--- config.mk ---
export PLATFORM = sky130hd
export DESIGN_NAME = uart_tx_arbiter
export DESIGN_NICKNAME = d
export VERILOG_FILES = /design/src/rtl/uart_tx_arbiter.sv
export SDC_FILE = /design/constraint.sdc
export NUM_CORES = 1
export LEC_CHECK = 0
export ABC_AREA = 0
export BUFFER_PORTS_ARGS = -buffer_cell sky130_fd_sc_hd__buf_2
export CORE_AREA = 2 2 46 48
export DETAILED_ROUTE_END_ITERATION = 10
export DIE_AREA = 0 0 48 50
export PLACE_DENSITY = 0.78
export REMOVE_ABC_BUFFERS = 1
export SETUP_SLACK_MARGIN = 0.02
export SYNTH_ARGS = -nofsm -noshare
export SYNTH_HDL_FRONTEND = slang
export SYNTH_SLANG_ARGS = --single-unit
--- constraint.sdc ---
create_clock -name clk -period 1.9 [get_ports clk]
set_input_delay 0.095 -clock clk [delete_from_list [all_inputs] [get_ports clk]]
set_output_delay 0.095 -clock clk [all_outputs]
set_load 0.01 [all_outputs]
--- src/rtl/uart_tx_arbiter.sv ---
// Round-robin arbiter sharing one UART tx core between NUM_REQ byte sources, one byte in flight.
// Define UART_ARB_FRAME_LOCK_EN to hold the grant on one requester until it sends a byte with req_last=1.
module uart_tx_arbiter #(
    parameter int NUM_REQ   = 2,
    parameter int BUSY_WAIT = 4
) (
    input  logic                       clk,
    input  logic                       rst,
    input  logic [NUM_REQ-1:0]         req_valid,
    input  logic [8*NUM_REQ-1:0]       req_data,
    input  logic [NUM_REQ-1:0]         req_last,
    output logic [NUM_REQ-1:0]         req_ready,
    output logic                       tx_start,
    output logic [7:0]                 tx_data,
    input  logic                       tx_busy,
    output logic [$clog2(NUM_REQ)-1:0] grant_id,
    output logic                       arb_busy,
    output logic                       err_nostart
);
    localparam int                ID_W      = $clog2(NUM_REQ);
    localparam logic [ID_W-1:0]   LAST_ID   = ID_W'(NUM_REQ - 1);
    localparam logic [ID_W:0]     NUM_REQ_W = (ID_W + 1)'(NUM_REQ);
    localparam logic [3:0]        WAIT_LAST = 4'(BUSY_WAIT - 1);

    typedef enum logic [1:0] {
        IDLE,
        ISSUE,
        WAIT_BUSY,
        WAIT_DONE
    } state_t;

    state_t            state;
    state_t            state_nxt;
    logic [3:0]        wait_cnt;
    logic [NUM_REQ-1:0] eligible;
    logic [ID_W:0]     rr_sum;
    logic              sel_found;
    logic [ID_W-1:0]   sel_idx;
    logic [7:0]        sel_data;
    logic              accept;
    logic              timeout;

`ifdef UART_ARB_FRAME_LOCK_EN
    logic lock_active;
    logic sel_last;

    // While a frame is open only its owner (the current grant_id) may be chosen.
    always_comb begin
        eligible = req_valid;
        if (lock_active) begin
            eligible = req_valid & (NUM_REQ'(1) << grant_id);
        end
    end

    assign sel_last = req_last[sel_idx];

    always_ff @(posedge clk) begin
        if (rst) begin
            lock_active <= 1'b0;
        end else if (accept) begin
            lock_active <= !sel_last;
        end else if (timeout) begin
            lock_active <= 1'b0;
        end
    end
`else
    logic unused_last;

    assign eligible    = req_valid;
    assign unused_last = ^req_last;
`endif

    // Scan grant_id+1, grant_id+2, ... modulo NUM_REQ; first eligible index wins.
    always_comb begin
        sel_found = 1'b0;
        sel_idx   = grant_id;
        rr_sum    = '0;
        for (int k = 1; k <= NUM_REQ; k++) begin
            rr_sum = {1'b0, grant_id} + (ID_W + 1)'(k);
            if (rr_sum >= NUM_REQ_W) begin
                rr_sum = rr_sum - NUM_REQ_W;
            end
            if (!sel_found && eligible[rr_sum[ID_W-1:0]]) begin
                sel_found = 1'b1;
                sel_idx   = rr_sum[ID_W-1:0];
            end
        end
    end

    always_comb begin
        sel_data = 8'h00;
        for (int i = 0; i < NUM_REQ; i++) begin
            if (sel_idx == ID_W'(i)) begin
                sel_data = req_data[8*i +: 8];
            end
        end
    end

    always_comb begin
        req_ready = '0;
        accept    = 1'b0;
        if (state == IDLE && !tx_busy && sel_found) begin
            req_ready[sel_idx] = 1'b1;
            accept             = 1'b1;
        end
    end

    assign timeout  = (state == WAIT_BUSY) && !tx_busy && (wait_cnt == WAIT_LAST);
    assign tx_start = (state == ISSUE);
    assign arb_busy = (state != IDLE);

    always_ff @(posedge clk) begin
        if (rst) begin
            state <= IDLE;
        end else begin
            state <= state_nxt;
        end
    end

    always_comb begin
        state_nxt = state;
        case (state)
            IDLE:      if (accept) state_nxt = ISSUE;
            ISSUE:     state_nxt = WAIT_BUSY;
            WAIT_BUSY: begin
                if (tx_busy) begin
                    state_nxt = WAIT_DONE;
                end else if (timeout) begin
                    state_nxt = IDLE;
                end
            end
            WAIT_DONE: if (!tx_busy) state_nxt = IDLE;
            default:   state_nxt = IDLE;
        endcase
    end

    // A timed-out byte is dropped; err_nostart stays set until reset.
    always_ff @(posedge clk) begin
        if (rst) begin
            grant_id    <= LAST_ID;
            tx_data     <= 8'h00;
            wait_cnt    <= 4'd0;
            err_nostart <= 1'b0;
        end else begin
            if (accept) begin
                tx_data  <= sel_data;
                grant_id <= sel_idx;
            end
            if (state == ISSUE) begin
                wait_cnt <= 4'd0;
            end else if (state == WAIT_BUSY && !tx_busy) begin
                wait_cnt <= wait_cnt + 4'd1;
            end
            if (timeout) begin
                err_nostart <= 1'b1;
            end
        end
    end
endmodule
After elaboration in Yosys (flattened, before gate mapping) --
Cells that the tools add are included.
Word-level totals: latch bits 0, input port bits 23, memory bits (writable) 0, register bits after elaboration 16, output and inout bits 14, memories kept 0, word-level logic and storage cells 55, memory bits (read-only) 0
Cells by class: muxes and demuxes 20, eq/ne operators 7, reduce and logical (&&, ||, !) cells 12, multiply operators 0, order comparisons 6, bitwise gates (word level) 0, shifts and indexed selects 0, divide/modulo/power cells 0, add/subtract/negate cells 5
Operators with widths (count):
- $mux W1 | 12
- $mux W2 | 5
- $mux W8 | 1
- $pmux W2 S4 | 1
- $logic_and A1 B1 Y1 | 6
- $lt A1 B2 Y1 const B | 3
- $add A4 B1 Y4 const B | 1
- $eq A2 B2 Y1 const B | 2
- $eq A4 B2 Y1 const B | 1
- $ge A2 B2 Y1 const B | 2
- $ne A2 B2 Y1 const B | 2
- $ne A3 B3 Y1 const B | 1
- $reduce_and A3 Y1 | 1
- $add A1 B1 Y2 const B | 1
- $add A1 B2 Y2 const B | 1
- $eq A2 B1 Y1 const B | 1
- $logic_not A1 Y1 | 2
- $logic_not A2 Y1 | 1
- $reduce_bool A2 Y1 | 1
- $reduce_or A2 Y1 | 1
- $sub A1 B1 Y1 const B | 2
- $demux W1 S1 | 1
- $ge A1 B1 Y1 const B | 1

Depth between registers and ports, before layout --
depth after elaboration 14, gate-level depth with buffers 5, depth with buffers taken out 4

Worst setup path before layout --
Ideal clock, no wire load.
kind register to register, from reg grant_id, to reg tx_data[0], cell stages (with the launch flop) 5, setup slack 672 ps, clock period less this slack 1228 ps, path buffers 1, setup time 91 ps, data arrival time 1137 ps, required time 1809 ps, cells stage by stage dfxtp_1 or2_2 clkbuf_1 nand3_1 a311oi_1
Between the ends: word-level cells in the longest chain between the ends 11, elaborated cells between the ends (all ways) 21, those cells by class add/sub (4); order compare (2); mux (12); reduce/logical (3)
RTL lines:
- start, declared | line 16 | output logic [$clog2(NUM_REQ)-1:0] grant_id,
- start signal, assigned | line 147 | grant_id <= sel_idx;
- $add A1 B1 Y2 | line 79 | rr_sum = {1'b0, grant_id} + (ID_W + 1)'(k);
- $ge A2 B2 Y1 or $sub A1 B1 Y1 (tied branches) | line 80, 81
- $mux W1 | line 80 | if (rr_sum >= NUM_REQ_W) begin
- $mux W1 (implied by the code) (2 in a row) | line 83 | if (!sel_found && eligible[rr_sum[ID_W-1:0]]) begin
- $mux W1 | line 83
- $logic_not A1 Y1 | line 83
- $logic_and A1 B1 Y1 | line 83
- $mux W1 | line 83
- $logic_and A1 B1 Y1 | line 102 | if (state == IDLE && !tx_busy && sel_found) begin
- $mux W1 | line 102
- end signal, assigned | line 146 | tx_data <= sel_data;
- end, declared | line 14 | output logic [7:0] tx_data,
Several ways; a longest one is shown, not always the timed one. The select of a mux whose other input is x is not followed. A chain may end at the register's enable or synchronous reset.

Final worst setup path --
from reg state[0], to out req_ready[0]
Between the ends: word-level cells in the longest chain between the ends 4
RTL lines:
- start, declared | line 32 | state_t state;
- start signal, assigned | line 116 | state <= state_nxt;
- $logic_not A2 Y1 | line 102
- $logic_and A1 B1 Y1 (2 in a row) | line 102
- $mux W2 | line 102
- end, declared | line 12 | output logic [NUM_REQ-1:0] req_ready,
Every way passes these cells.

==> results.yml <==
placement:
  post-dp-hpwl_um: 1433
  gp_congestion: 0.7489
  io_buffers: 34
flow_run:
  max-cap-violations: 0
routing:
  drt_wl_total_um: 1870
  ant_nets: 0
  drt-initial-drc-count: 12
  drc: 0
  via_per_inst: 5.414
  vias: 877
  dr.pass1.iters: 4
  wire_per_inst_um: 11.54
critical_path:
  crit_fanout: 12
  critPathCaptureType: "primary output"
  cp-start-kind: "flip-flop"
  required_ns: 1.80
  critPathKind: "flip-flop to primary output"
  rr_worst_depth: 4
  arrival_ns: 1.50
  path_cells: "nor3_1, buf_4, nand2_1, a21oi_1, buf_2"
  slowest_delay_ns: 0.42
  slowest_stage: "dfxtp_1"
clock_network:
  htree_levels: 1
  cts_root_buffer: "clkbuf_4"
  clkSlewWorstSetupHoldPaths_ns: 0.09
  clkSinkCount: 16
  cts_tree: "built"
  cts_setup_buffers: 0
  cts_buffers: 3
  clockBufferDepth: 2
  worstSkewPairLatency_ns: 0.28
  ctsResizeCount: 0
  postCtsHoldBufs: 0
worst_hold_path:
  hold_class: "input pin to flip-flop"
  hold_path_depth: 3
finish:
  final_layout_size_suffix_gt1_share_pct: 31.11
  final_common_cell: "buf_2"
  areaGrowthSynthToFinish_pct: 21.86
  nets: 161
  antenna_cells: 0
  final_cell_mix: "buf_2, dfxtp_1, a21oi_1, o21ai_0, nand3_1"
power_and_ir_drop:
  p_leak_uw: 0.0005000
  clock_power_share_pct: 23.5
  p_sw_share_pct: 29.49
  p_sw_uw: 214.2
  vdd_drop_max_mv: 0.4109
  combPwrFrac_pct: 24.2
  internal_power_uw: 512.2
  seq_power_share_pct: 52.4
  power.density_nw_per_um2: 680.6
synth:
  yosysWarnings: 0
  syn-cell-area_um2: 875.8
  synth_top_cell_by_area: "dfxtp_1"
  syn_inst: 106
  synth_seq_cells: 16
  synth_top_area_share_pct: 36.57
  synth.distinct_cells: 32
  synthTopCellsByArea: "dfxtp_1, a311oi_1, a21oi_1"
  syn_avg_cell_area_um2: 8.263
  synth_seq_area_share_pct: 36.57
die:
  core_um2: 1902
  ios: 37
  initial_core_util_pct: 46.05
  dieArea_um2: 2400
  die_y_um: 50
  dieWidth_um: 48
  fp-row-count: 16
timing:
  worstMarginPinSlew_ns: 0.4929
  hold_ws_ns: 0.08628
  finalSetupViolCount: 0
  final.period_utilization_pct: 83.78
  slew_headroom_pct: 67.14
  period_minus_slack_ns: 1.592
  finalHoldViolations: 0
  max_freq_mhz: 628.2
  fin_skew_ns: 0.005798
  rsz0062_at_grt: "no"
  setup_tns_ns: 0
  slew_violations: 0
run_status:
  status: "finished clean"
global_route:
  grt_max_degree: 18
  antenna_found_initial: 0
  grt_pass1_vias: 711
  grt_usage_pct: 17.68
  grt_pass1_wl_um: 3098
  grt_overflow_total: 0
==> sequential cells by signal, summed over array words and instances, names as in the netlist <==
| name | flops |
|---|---|
| tx_data | 8 |
| wait_cnt | 4 |
| state | 2 |
| err_nostart | 1 |
| grant_id | 1 |
==> through the flow <==
stage	cells	utilization (%)	total power (µW)	cell area, µm²	setup WS, ns
3_5_place_dp	159	54.93	565.0	1045	0.5347
5_1_grt	162	56.12	778.7	1067	0.2027
3_3_place_gp	159	54.93	559.2	1045	0.5509
4_1_cts	162	56.12	737.1	1067	0.2865
2_1_floorplan	96	-	485.4	825.8	0.2319
6_report	162	56.12	726.4	1067	0.3081
==> synthesized netlist by cell type <==
master	number
o21bai_1	2
clkbuf_1	3
nand2_1	4
o21ai_0	10
nor3_1	1
a21o_1	2
o211ai_1	2
and2b_1	1
dfxtp_1	16
buf_6	1
a31oi_1	2
ha_1	1
nor2b_1	3
nor2_1	4
nand3_1	9
and4bb_2	1
inv_1	3
nand3b_1	1
or2_0	1
and2_1	2
buf_2	4
and2_0	1
or2_2	1
a311oi_1	8
buf_1	2
nor3b_1	3
a211o_1	1
nand2b_1	1
a21oi_1	13
or4b_1	1
o211a_1	1
nand4b_4	1
==> layout make-up <==
| type | instances | area [µm²] |
|---|---|---|
| clock buffers | 3 | 22.52 |
| fillers | 186 | 834.6 |
| inverters | 3 | 11.26 |
| multi-input cells | 77 | 494.2 |
| flip-flops and latches | 16 | 320.3 |
| well taps | 27 | 33.78 |
| repair buffers | 36 | 185.2 |
==> final timing paths <==
check                                 from                  endpoint  slack (ns)
setup / recovery     state[0]$_SDFFE_PP0P_              req_ready[0]        0.31
hold / removal                req_data[11]   tx_data[3]$_SDFFE_PP0P_        0.09
setup reg to reg     state[0]$_SDFFE_PP0P_   tx_data[1]$_SDFFE_PP0P_        0.52
hold reg to reg   err_nostart$_SDFFE_PP0P_  err_nostart$_SDFFE_PP0P_        0.48
==> layer usage <==
metal  vias to the layer above  track usage (%)  wire, µm
met5                         -                0         0
met4                         0            8.108        19
met3                         2            4.396       103
met2                        34            26.00       850
met1                       388            23.60       897
li1                        453                -         -
==> power by group through the flow <==
stage	sequential [µW]	combinational, µW	clock [µW]
after floorplan	399	86.5	0
after global placement	386	173	0
after detailed placement	388	177	0
after CTS	380	178	179
after global routing	384	196	198
final	380	176	170
==> critical path, delay by kind of cell, from the launching register on <==
family,cells,cell delay (ns)
flip-flops,1,0.42
buffers and inverters,2,0.34
AND/OR/NAND/NOR,2,0.33
AO/OA/AOI/OAI,1,0.15
==> kinds of logic (layout without fill, tap and decap cells) <==
kind of cell             after synthesis  in the layout  share of synthesized area (%)
AO/OA/AOI/OAI                         41             41                          29.86
AND/OR/NAND/NOR                       35             35                          25.14
flip-flops                            16             16                          36.57
buffers and inverters                 13             42                          7.000
adder cells (fa/ha/maj)                1              1                          1.428
(Power assumes the default switching activity.)
